[config.mk]
export PLATFORM = sky130hd
export DESIGN_NAME = decode_ctrl_unit
export DESIGN_NICKNAME = d
export VERILOG_FILES = /design/src/rtl/ctrl_pkg.sv /design/src/rtl/opcode_decoder.sv /design/src/rtl/decode_ctrl_unit.sv
export SDC_FILE = /design/constraint.sdc
export NUM_CORES = 1
export LEC_CHECK = 0
export ABC_CLOCK_PERIOD_IN_PS = 3400
export CAP_MARGIN = 30
export CORE_UTILIZATION = 41
export CTS_CLUSTER_DIAMETER = 60
export DETAILED_ROUTE_END_ITERATION = 16
export GPL_TIMING_DRIVEN = 1
export PLACE_DENSITY = 0.73
export SLEW_MARGIN = 30
export SYNTH_ARGS = -nofsm -noshare
export SYNTH_HDL_FRONTEND = slang
export SYNTH_SLANG_ARGS = --single-unit
[constraint.sdc]
create_clock -name clk_i -period 3.4 [get_ports clk_i]
set_input_delay 1.02 -clock clk_i [delete_from_list [all_inputs] [get_ports clk_i]]
set_output_delay 1.02 -clock clk_i [all_outputs]
set_load 0.03 [all_outputs]
[src/rtl/ctrl_pkg.sv]
// ctrl_pkg
// Shared definitions for the registered decode/control unit.
//   - RISC-V opcode constants, including the custom STC offload opcode
//   - ALUOp encodings
//   - ctrl_bundle_t: the control bundle handed to the execute stage
//   - DEFAULT_BUNDLE: bundle used for STC, unknown opcodes and reset
//   - state_t: control FSM states
package ctrl_pkg;

  localparam logic [6:0] OPC_ADDI   = 7'b0010011;
  localparam logic [6:0] OPC_RTYPE  = 7'b0110011;
  localparam logic [6:0] OPC_BRANCH = 7'b1100011;
  localparam logic [6:0] OPC_LOAD   = 7'b0000011;
  localparam logic [6:0] OPC_STORE  = 7'b0100011;
  localparam logic [6:0] OPC_STC    = 7'b0001011;
  localparam logic [6:0] OPC_VECTOR = 7'b1010111;

  localparam logic [1:0] ALUOP_MEM    = 2'b00;
  localparam logic [1:0] ALUOP_BRANCH = 2'b01;
  localparam logic [1:0] ALUOP_RTYPE  = 2'b10;
  localparam logic [1:0] ALUOP_IMM    = 2'b11;

  typedef struct packed {
    logic [1:0] alu_op;
    logic       alu_src;
    logic       reg_write;
    logic       mem_rd;
    logic       mem_wr;
    logic       mem_to_reg;
    logic       imm_select;
    logic       is_branch;
    logic       is_vector;
    logic       illegal;
  } ctrl_bundle_t;

  localparam ctrl_bundle_t DEFAULT_BUNDLE = '{
    alu_op:     ALUOP_IMM,
    alu_src:    1'b1,
    reg_write:  1'b0,
    mem_rd:     1'b0,
    mem_wr:     1'b0,
    mem_to_reg: 1'b0,
    imm_select: 1'b0,
    is_branch:  1'b0,
    is_vector:  1'b0,
    illegal:    1'b0
  };

  typedef enum logic {
    ST_IDLE,
    ST_CGRA_WAIT
  } state_t;

endpackage

[src/rtl/opcode_decoder.sv]
// opcode_decoder
// Purely combinational mapping from a 7-bit opcode to the control bundle.
// STC decodes to the default bundle (the FSM handles its sequencing);
// anything not recognised gets the default bundle with illegal set.
// Build option: VECTOR_EN enables decoding of the vector opcode; without
// it that opcode is illegal and is_vector is never set.
// Ports:
//   opcode  in   7  instruction opcode field
//   bundle  out  ctrl_bundle_t decoded control bundle
module opcode_decoder
  import ctrl_pkg::*;
(
  input  logic [6:0]   opcode,
  output ctrl_bundle_t bundle
);

  always_comb begin
    bundle = DEFAULT_BUNDLE;
    case (opcode)
      OPC_ADDI: begin
        bundle           = '0;
        bundle.alu_op    = ALUOP_IMM;
        bundle.alu_src   = 1'b1;
        bundle.reg_write = 1'b1;
      end
      OPC_RTYPE: begin
        bundle           = '0;
        bundle.alu_op    = ALUOP_RTYPE;
        bundle.reg_write = 1'b1;
      end
      OPC_BRANCH: begin
        bundle           = '0;
        bundle.alu_op    = ALUOP_BRANCH;
        bundle.alu_src   = 1'b1;
        bundle.is_branch = 1'b1;
      end
      OPC_LOAD: begin
        bundle            = '0;
        bundle.alu_op     = ALUOP_MEM;
        bundle.alu_src    = 1'b1;
        bundle.mem_rd     = 1'b1;
        bundle.mem_to_reg = 1'b1;
        bundle.reg_write  = 1'b1;
      end
      OPC_STORE: begin
        bundle            = '0;
        bundle.alu_op     = ALUOP_MEM;
        bundle.alu_src    = 1'b1;
        bundle.mem_wr     = 1'b1;
        bundle.imm_select = 1'b1;
      end
      OPC_STC: begin
        bundle = DEFAULT_BUNDLE;
      end
`ifdef VECTOR_EN
      OPC_VECTOR: begin
        bundle           = '0;
        bundle.alu_op    = ALUOP_MEM;
        bundle.reg_write = 1'b1;
        bundle.is_vector = 1'b1;
      end
`endif
      default: begin
        bundle         = DEFAULT_BUNDLE;
        bundle.illegal = 1'b1;
      end
    endcase
  end

endmodule

[src/rtl/decode_ctrl_unit.sv]
// decode_ctrl_unit
// Registered, handshaked main decoder. Decodes the opcode into the control
// bundle and runs the STC instruction as a blocking CGRA offload with a
// start pulse, completion wait and timeout abort. Fetch is stalled
// (instr_ready_o low) for the whole offload.
// Build option: VECTOR_EN (see opcode_decoder) enables the vector opcode.
// Ports:
//   clk_i, rst_n_i                  clock, async active-low reset
//   instr_i, instr_valid_i/ready_o  upstream instruction handshake
//   flush_i                         drop current/pending result
//   ctrl_valid_o, ctrl_ready_i      downstream bundle handshake
//   ALUOp_o .. illegal_o            registered control bundle
//   cgra_start_o, cgra_cfg_o        offload start pulse and config word
//   cgra_done_i, cgra_timeout_o     completion input and abort pulse
module decode_ctrl_unit
  import ctrl_pkg::*;
#(
  parameter int CGRA_TIMEOUT = 255,
  parameter int ALUOP_W      = 2
) (
  input  logic               clk_i,
  input  logic               rst_n_i,
  input  logic [31:0]        instr_i,
  input  logic               instr_valid_i,
  output logic               instr_ready_o,
  input  logic               flush_i,
  output logic               ctrl_valid_o,
  input  logic               ctrl_ready_i,
  output logic [ALUOP_W-1:0] ALUOp_o,
  output logic               ALUSrc_o,
  output logic               RegWrite_o,
  output logic               MemRd_o,
  output logic               MemWr_o,
  output logic               MemToReg_o,
  output logic               immSelect_o,
  output logic               isBranch_o,
  output logic               isVector_o,
  output logic               illegal_o,
  output logic               cgra_start_o,
  output logic [24:0]        cgra_cfg_o,
  input  logic               cgra_done_i,
  output logic               cgra_timeout_o
);

  localparam int CNT_W = $clog2(CGRA_TIMEOUT + 1);
  localparam logic [CNT_W-1:0] CNT_MAX = CNT_W'(CGRA_TIMEOUT);

  state_t       state_q, state_d;
  logic         valid_q, valid_d;
  ctrl_bundle_t bundle_q, bundle_d;
  logic         start_q, start_d;
  logic         timeout_q, timeout_d;
  logic [24:0]  cfg_q, cfg_d;
  logic [CNT_W-1:0] cnt_q, cnt_d;
  logic         drop_q, drop_d;
  logic         ready;
  ctrl_bundle_t dec_bundle;

  opcode_decoder u_opcode_decoder (
    .opcode (instr_i[6:0]),
    .bundle (dec_bundle)
  );

  always_ff @(posedge clk_i or negedge rst_n_i) begin
    if (!rst_n_i) begin
      state_q   <= ST_IDLE;
      valid_q   <= 1'b0;
      bundle_q  <= DEFAULT_BUNDLE;
      start_q   <= 1'b0;
      timeout_q <= 1'b0;
      cfg_q     <= '0;
      cnt_q     <= '0;
      drop_q    <= 1'b0;
    end else begin
      state_q   <= state_d;
      valid_q   <= valid_d;
      bundle_q  <= bundle_d;
      start_q   <= start_d;
      timeout_q <= timeout_d;
      cfg_q     <= cfg_d;
      cnt_q     <= cnt_d;
      drop_q    <= drop_d;
    end
  end

  always_comb begin
    state_d   = state_q;
    valid_d   = valid_q;
    bundle_d  = bundle_q;
    start_d   = 1'b0;
    timeout_d = 1'b0;
    cfg_d     = cfg_q;
    cnt_d     = cnt_q;
    drop_d    = drop_q;
    ready     = 1'b0;
    case (state_q)
      ST_IDLE: begin
        ready = !valid_q || ctrl_ready_i;
        if (valid_q && ctrl_ready_i) valid_d = 1'b0;
        // A flush kills both the presented bundle and any same-cycle accept.
        if (flush_i) begin
          valid_d = 1'b0;
        end else if (instr_valid_i && ready) begin
          if (instr_i[6:0] == OPC_STC) begin
            state_d = ST_CGRA_WAIT;
            start_d = 1'b1;
            cfg_d   = instr_i[31:7];
            cnt_d   = '0;
            drop_d  = 1'b0;
          end else begin
            bundle_d = dec_bundle;
            valid_d  = 1'b1;
          end
        end
      end
      ST_CGRA_WAIT: begin
        // Saturating count; the state is left at CNT_MAX so it never wraps.
        if (cnt_q != CNT_MAX) cnt_d = cnt_q + CNT_W'(1);
        if (flush_i) drop_d = 1'b1;
        // Done takes priority over a coincident timeout. A flushed offload
        // still runs to completion but produces no bundle.
        if (cgra_done_i || (cnt_q == CNT_MAX)) begin
          state_d   = ST_IDLE;
          drop_d    = 1'b0;
          timeout_d = !cgra_done_i;
          if (!(drop_q || flush_i)) begin
            valid_d          = 1'b1;
            bundle_d         = DEFAULT_BUNDLE;
            bundle_d.illegal = !cgra_done_i;
          end
        end
      end
      default: begin
        state_d = ST_IDLE;
      end
    endcase
  end

  assign instr_ready_o  = ready;
  assign ctrl_valid_o   = valid_q;
  assign ALUOp_o        = ALUOP_W'(bundle_q.alu_op);
  assign ALUSrc_o       = bundle_q.alu_src;
  assign RegWrite_o     = bundle_q.reg_write;
  assign MemRd_o        = bundle_q.mem_rd;
  assign MemWr_o        = bundle_q.mem_wr;
  assign MemToReg_o     = bundle_q.mem_to_reg;
  assign immSelect_o    = bundle_q.imm_select;
  assign isBranch_o     = bundle_q.is_branch;
  assign isVector_o     = bundle_q.is_vector;
  assign illegal_o      = bundle_q.illegal;
  assign cgra_start_o   = start_q;
  assign cgra_cfg_o     = cfg_q;
  assign cgra_timeout_o = timeout_q;

endmodule
; Word-level counts from Yosys, hierarchy flattened
; Index checks and enable logic that the tools add are counted.
; Widths: inputs -> output; s select.
[word_totals]
output_inout_bits = 40
input_bits = 38
word_cells = 82
ff_bits = 49
[classes]
add_sub_neg = 1
reduce_logical = 12
eq_ne = 16
n_mux = 34
n_bitwise = 2
[op_table]
columns = operator, n
row1 = $mux 11, 5
row2 = $pmux 11 s5, 1
row3 = $mux 8, 4
row4 = $pmux 11 s2, 1
row5 = $mux 1, 19
row6 = $pmux 8 s2, 1
row7 = $eq 7x6->1 const B, 2
row8 = $reduce_and 4->1, 3
row9 = $ne 2x2->1 const B, 5
row10 = $add 8x1->8 const B, 1
row11 = $eq 8x8->1 const B, 1
row12 = $ne 8x8->1 const B, 1
row13 = $eq 7x2->1 const B, 1
row14 = $eq 7x4->1 const B, 1
row15 = $eq 7x5->1 const B, 1
row16 = $eq 7x7->1 const B, 1
row17 = $pmux 1 s2, 3
row18 = $reduce_and 5->1, 1
row19 = $ne 2x1->1 const B, 2
row20 = $logic_or 1x1->1, 3
row21 = $ne 3x2->1 const B, 1
row22 = $logic_and 1x1->1, 2
row23 = $logic_not 1->1, 2
row24 = $not 1->1, 2
row25 = $reduce_and 2->1, 1

; Longest topological paths before layout
; Gate-level depths: netlist of the first run.
[depth]
depth_word = 6
mapped_depth = 7
ltp_nobuf = 5

; Hierarchy
; From an unflattened synthesis of the first run, not the netlist that was laid out.
[unflattened]
cells_unflattened = 186
area_unflattened_um2 = 2284.7
[modules_own_cells]
columns = mod, instances, seq_area_each_um2, cells_each, area_each_um2
row1 = decode_ctrl_unit, 1, 1229.9, 165, 2150.8
row2 = opcode_decoder, 1, 0.0, 21, 133.9

; Worst setup path after synthesis of the first run
; No wires, ideal clock.
[synth_timing]
kind = input-to-output
start = input port ctrl_ready_i
end = output port instr_ready_o
path_buffers = 0
arrival_time_ps = 1656
cell_stages = 2
t_required_ps = 2380
setup_slack_ps = 724
cell_sequence = and2b_1 -> nor2_1
[synth_between]
elab_chain_len = 2
[synth_rtl]
columns = item, line
row1 = from (decl), decode_ctrl_unit.sv:28  ; input logic ctrl_ready_i,
row2 = $logic_or 1x1->1, decode_ctrl_unit.sv:98  ; ready = !valid_q || ctrl_ready_i;
row3 = $mux 1, decode_ctrl_unit.sv:96  ; case (state_q)
row4 = to (decl), decode_ctrl_unit.sv:25  ; output logic instr_ready_o,
; No other way between the ends.

; Final worst setup path of the first run
; Ends and elaborated chain as after synthesis.

==> flow_metrics.py, run 1 <==
metrics = {
    "route": {
        "drc": 0,
        "postRouteAntennaNets": 0,
        "via_per_inst": 5.19,
        "first_pass_iters": 4,
        "drt_iter0_markers": 86,
        "wl_per_cell_um": 14.3,
        "totalWireLength_um": 4410,
        "num_vias": 1604,
    },
    "place": {
        "io_buffer_count": 76,
        "dpl.hpwl_um": 3050,
        "place_ws_ns": 0.405,
        "gp_congestion": 0.762,
    },
    "cts": {
        "cts_buffer_depth": 2,
        "insertion_delay_ns": 0.29,
        "cts_tree": "built",
        "post_cts_buffers": 0,
        "htree_levels": 2,
        "clock-sinks": 46,
        "hold_buffers": 0,
        "cts_inserted_buffers": 5,
        "post_cts_resized": 0,
        "root_buffer": "clkbuf_8",
        "clk_pin_slew_ns": 0.08,
    },
    "timing": {
        "finalCritPeriodShare": 0.883,
        "setup_slack_ns": 0.396,
        "tightest_slew_ns": 0.577,
        "setup_viol": 0,
        "fin_tns_setup_ns": 0,
        "holdWs_ns": 0.510,
        "period_minus_slack_ns": 3.00,
        "fmax_mhz": 333,
        "hold_violations": 0,
        "rsz0062_at_grt": "false",
        "slew_viol_final": 0,
        "skew_ns": 0.00438,
        "relSlewSlack": 0.615,
    },
    "synthesis": {
        "synth.avg_cell_area_um2": 13.5,
        "synth_xor_area_frac": 0.0158,
        "ys_ff_latch": 46,
        "seq_area_frac_synth": 0.521,
        "synth_nets": 203,
        "synth_top_family_by_area": "multiplexers",
        "synthAdderAreaFrac": 0.00564,
        "ys.flop_type": "dfrtp_1",
        "syn_inst": 164,
        "synth_compound_area_frac": 0.116,
        "synth_simple_gate_area_frac": 0.117,
        "synth_edf_count": 0,
        "async_flop_share": 1.00,
        "synth.area.mux_share": 0.167,
        "yosysWarnings": 0,
        "netlist_area_um2": 2220,
        "yosysUniqueCellTypes": 53,
    },
    "critical_path": {
        "critPathKind": "in -> out",
        "startpoint_type": "input port",
        "required_ns": 2.38,
        "cp.arrival_ns": 1.98,
        "end_kind": "output pin",
        "cp_max_fo": 5,
    },
    "job": {
        "maxCapViolations": 0,
    },
    "final_layout": {
        "finish.net_count": 277,
        "mostFrequentLayoutCells": "clkdlybuf4s50_1 (74), dfrtp_1 (43), mux2_4 (18), mux2_2 (8), inv_1 (7)",
        "layout_commonest_cell": "clkdlybuf4s50_1",
        "area_delta_synth_final_pct": 39.1,
        "layout-drive-gt1-share": 0.209,
        "largest_reg_flops": 25,
        "nFillCells": 437,
        "diodes": 0,
        "utilization": 0.596,
    },
    "grt": {
        "overflow": 0,
        "gr-usage-met2": 0.258,
        "met1_usage": 0.223,
        "top_usage_layer": "met2",
        "met3_usage": 0.0648,
        "grt_pass1_vias": 1572,
        "antenna_found_initial": 0,
        "grt_use_total": 0.168,
        "grt_pass1_wl_um": 7210,
        "grt_max_degree": 47,
    },
    "floorplanning": {
        "start_util": 0.429,
        "die_h_um": 75.5,
        "std_cell_rows": 26,
        "fp.dieArea_um2": 5710,
        "io_pins": 78,
        "fp.dieW_um": 75.5,
        "core_area_um2": 5170,
    },
    "status": {
        "status": "completed",
    },
    "pwr": {
        "ir_worst_vdd_mv": 0.207,
        "p_leak_nw": 1.31,
        "power.density_nw_per_um2": 392,
    },
    "worst_hold_path": {
        "hp-class": "reg -> reg",
    },
}
==> final timing paths <==
check	start	to	slack (ns)	cells past startpoint
worst min register to register	ALUOp_o[1]	ALUOp_o[1]	0.51	1
worst max-delay path	ctrl_ready_i	instr_ready_o	0.40	4
max in group asynchronous	rst_n_i	cgra_cfg_o[3]	2.30	1
worst max register to register	state_q	cgra_cfg_o[23]	1.59	4
worst min-delay path	ALUOp_o[1]	ALUOp_o[1]	0.51	1
min in group asynchronous	rst_n_i	ctrl_valid_o	0.71	1
==> where the power goes <==
part | switching (mW) | total, mW | internal [mW]
logic | 0.102 | 0.213 | 0.111
clock network | 0.181 | 0.401 | 0.219
registers | 0.0211 | 0.596 | 0.575
==> cells in the mapped netlist (2+ instances only) <==
| cell | n | share of area |
|---|---|---|
| mux2_2 | 8 | 0.041 |
| o22a_1 | 3 | 0.012 |
| o21ai_0 | 6 | 0.014 |
| nor2_1 | 4 | 0.0068 |
| o32ai_1 | 2 | 0.0079 |
| xnor2_1 | 3 | 0.012 |
| o211ai_1 | 5 | 0.017 |
| nand2_1 | 3 | 0.0051 |
| nor4_1 | 3 | 0.0085 |
| dfstp_2 | 3 | 0.036 |
| inv_1 | 7 | 0.012 |
| dfrtp_1 | 43 | 0.49 |
| a32o_1 | 5 | 0.023 |
| nand3_1 | 6 | 0.014 |
| mux2_4 | 18 | 0.12 |
| and3_1 | 2 | 0.0056 |
| nand2b_4 | 2 | 0.012 |
| a21oi_1 | 2 | 0.0045 |
| buf_4 | 3 | 0.010 |
| buf_12 | 2 | 0.018 |
| and2b_1 | 2 | 0.0068 |
==> kinds of logic after synthesis <==
family / Yosys count
AOI/OAI and AO/OA: 33
other: 1
DFF: 46
and+or+nand+nor: 35
adders and majority gates: 1
muxes: 27
xor gates and xnor gates: 4
buffers and inverters: 17
==> stage by stage <==
stage / power (mW) / cell area, um^2 / cells
after floorplan: 0.714 / 2220 / 164
after global placement: 0.817 / 2970 / 301
after detailed placement: 0.820 / 2970 / 301
after CTS: 1.23 / 3080 / 309
after global routing: 1.27 / 3080 / 309
final: 1.21 / 3080 / 309
==> critical path, stage by stage <==
cell             delay [ns]
clkdlybuf4s50_1        0.45
and2b_1                0.24
nor2_1                 0.11
buf_4                  0.17
==> routing by layer <==
| layer | share of wire | up-vias |
|---|---|---|
| li1 | - | 749 |
| met1 | 0.45 | 778 |
| met2 | 0.45 | 73 |
| met3 | 0.096 | 4 |
| met4 | 0.0091 | 0 |
| met5 | 0 | - |
==> layout make-up <==
cell class | instances | area (um^2) | area share
inverter | 8 | 37.5 | 0.0122
timing repair buffer | 76 | 756 | 0.245
clock inverter | 2 | 37.5 | 0.0122
sequential | 46 | 1150 | 0.374
tap | 70 | 87.6 | 0.0284
multi-input combinational | 101 | 938 | 0.304
clock buffer | 6 | 72.6 | 0.0235
Power figures use the tool's default switching activity.
==> inputs of run 2 (changes only) <==
--- a/config.mk
+++ b/config.mk
@@ -7,11 +7,11 @@
 export LEC_CHECK = 0
 export ABC_CLOCK_PERIOD_IN_PS = 3400
 export CAP_MARGIN = 30
-export CORE_UTILIZATION = 41
+export CORE_UTILIZATION = 45
 export CTS_CLUSTER_DIAMETER = 60
 export DETAILED_ROUTE_END_ITERATION = 16
 export GPL_TIMING_DRIVEN = 1
-export PLACE_DENSITY = 0.73
+export PLACE_DENSITY = 0.79
 export SLEW_MARGIN = 30
 export SYNTH_ARGS = -nofsm -noshare
 export SYNTH_HDL_FRONTEND = slang
==> run 2 against run 1 <==
Against the previous run:
- clock-buffer cell count fell by 1
- via count shrank 1.1%
- setup slack better by 0.0084 ns
- combinational power about the same
- register-to-register slack about the same
- critical path depth stayed put
==> flow_metrics.py, run 2 (synthesis results as in run 1) <==
metrics = {
    "critical_path": {
        "cp.arrival_ns": 1.98,
        "required_ns": 2.38,
        "cp_max_fo": 5,
        "critPathKind": "in -> out",
        "critical_path.reg2reg.endpoint": "cgra_cfg_o[1]",
        "r2r_cells": 4,
        "startpoint_type": "input port",
        "r2r-start": "state_q",
        "regToRegSetupSlack_ns": 1.58,
        "end_kind": "output pin",
    },
    "worst_hold_path": {
        "hold_path_depth": 1,
        "hp-class": "reg -> reg",
        "hold_path_end": "isBranch_o",
        "worstHoldStart": "isBranch_o",
    },
    "final_layout": {
        "layout_commonest_cell": "clkdlybuf4s50_1",
        "utilization": 0.648,
        "mostFrequentLayoutCells": "clkdlybuf4s50_1 (74), dfrtp_1 (43), mux2_4 (18), mux2_2 (8), inv_1 (7)",
        "final_cells": 306,
        "diodes": 0,
        "nFillCells": 372,
        "finish.net_count": 277,
        "largest_reg_flops": 25,
        "layout-drive-gt1-share": 0.213,
        "area_delta_synth_final_pct": 38.1,
    },
    "route": {
        "totalWireLength_um": 4350,
        "via_per_inst": 5.18,
        "postRouteAntennaNets": 0,
        "wl_per_cell_um": 14.2,
        "first_pass_iters": 4,
        "drc": 0,
        "drt_iter0_markers": 43,
        "num_vias": 1586,
    },
    "cts": {
        "clock-sinks": 46,
        "clk_pin_slew_ns": 0.09,
        "cts_tree": "built",
        "cts_inserted_buffers": 5,
        "post_cts_buffers": 0,
        "hold_buffers": 0,
        "htree_levels": 2,
        "post_cts_resized": 0,
        "cts_buffer_depth": 2,
        "root_buffer": "clkbuf_8",
        "insertion_delay_ns": 0.30,
    },
    "floorplanning": {
        "std_cell_rows": 25,
        "io_pins": 78,
        "die_h_um": 72.2,
        "fp.dieW_um": 72.2,
        "core_area_um2": 4720,
        "start_util": 0.469,
        "fp.dieArea_um2": 5210,
    },
    "grt": {
        "overflow": 0,
        "met1_usage": 0.229,
        "antenna_found_initial": 0,
        "top_usage_layer": "met2",
        "grt_pass1_vias": 1542,
        "grt_use_total": 0.182,
        "grt_max_degree": 47,
        "grt_pass1_wl_um": 7140,
        "gr-usage-met2": 0.298,
        "met3_usage": 0.0611,
    },
    "timing": {
        "tightest_slew_ns": 0.584,
        "skew_ns": 0.00651,
        "fin_tns_setup_ns": 0,
        "relSlewSlack": 0.611,
        "setup_viol": 0,
        "period_minus_slack_ns": 3.00,
        "rsz0062_at_grt": "false",
        "slew_viol_final": 0,
        "finalCritPeriodShare": 0.881,
        "hold_violations": 0,
        "fmax_mhz": 334,
    },
    "pwr": {
        "power.density_nw_per_um2": 374,
        "p_leak_nw": 1.30,
        "ir_worst_vdd_mv": 0.202,
    },
    "place": {
        "placedCellCount": 298,
        "gp_congestion": 0.776,
        "io_buffer_count": 76,
        "dpl.hpwl_um": 3070,
    },
    "status": {
        "status": "completed",
    },
    "job": {
        "maxCapViolations": 0,
    },
}
[run 2: cell types whose count changed in the layout (fill, tap and decap cells not counted)]
cell	delta
clkbuf_1	-1
clkinvlp_4	+1
bufinv_16	-1
inv_6	+1
[run 2: layout make-up]
| type | count | area (um^2) | share of cell area |
|---|---|---|---|
| clock buffers | 5 | 68.8 | 0.0225 |
| clock inverters | 3 | 23.8 | 0.00776 |
| inverters | 8 | 37.5 | 0.0123 |
| multi-input cells | 101 | 938 | 0.306 |
| flip-flops and latches | 46 | 1150 | 0.377 |
| well taps | 67 | 83.8 | 0.0274 |
| repair buffers | 76 | 756 | 0.247 |
[run 2: metrics by stage]
stage                     cell area, um^2  setup slack (ns)  power (mW)  hold slack, ns
final                                3060             0.405        1.15           0.500
after global routing                 3060             0.384        1.21           0.523
after CTS                            3060             0.404        1.16           0.507
after detailed placement             2970             0.414       0.820           0.485
after global placement               2970             0.410       0.816           0.489
after floorplan                      2220             0.724       0.714           0.483
[run 2: power breakdown]
group	internal (mW)	switching, mW	leakage [nW]
logic	0.111	0.102	0.656
clock network	0.147	0.191	0.0408
registers	0.575	0.0197	0.607
total	0.833	0.312	1.30
[run 2: worst max path at each step]
stage / startpoint / slack, ns / end
after global placement: ctrl_ready_i / 0.41 / instr_ready_o
after floorplan: ctrl_ready_i / 0.72 / instr_ready_o
after global routing: ctrl_ready_i / 0.38 / instr_ready_o
after detailed placement: ctrl_ready_i / 0.41 / instr_ready_o
after CTS: ctrl_ready_i / 0.40 / instr_ready_o
final: ctrl_ready_i / 0.40 / instr_ready_o
[run 2: worst max-delay path, stage by stage]
cell,delay (ns)
clkdlybuf4s50_1,0.45
and2b_1,0.23
nor2_1,0.10
buf_4,0.17
[run 2: metal layers]
metal	vias to the layer above	share of wire
met5	-	0
met4	0	0.011
met3	6	0.080
met2	61	0.47
met1	772	0.44
li1	747	-
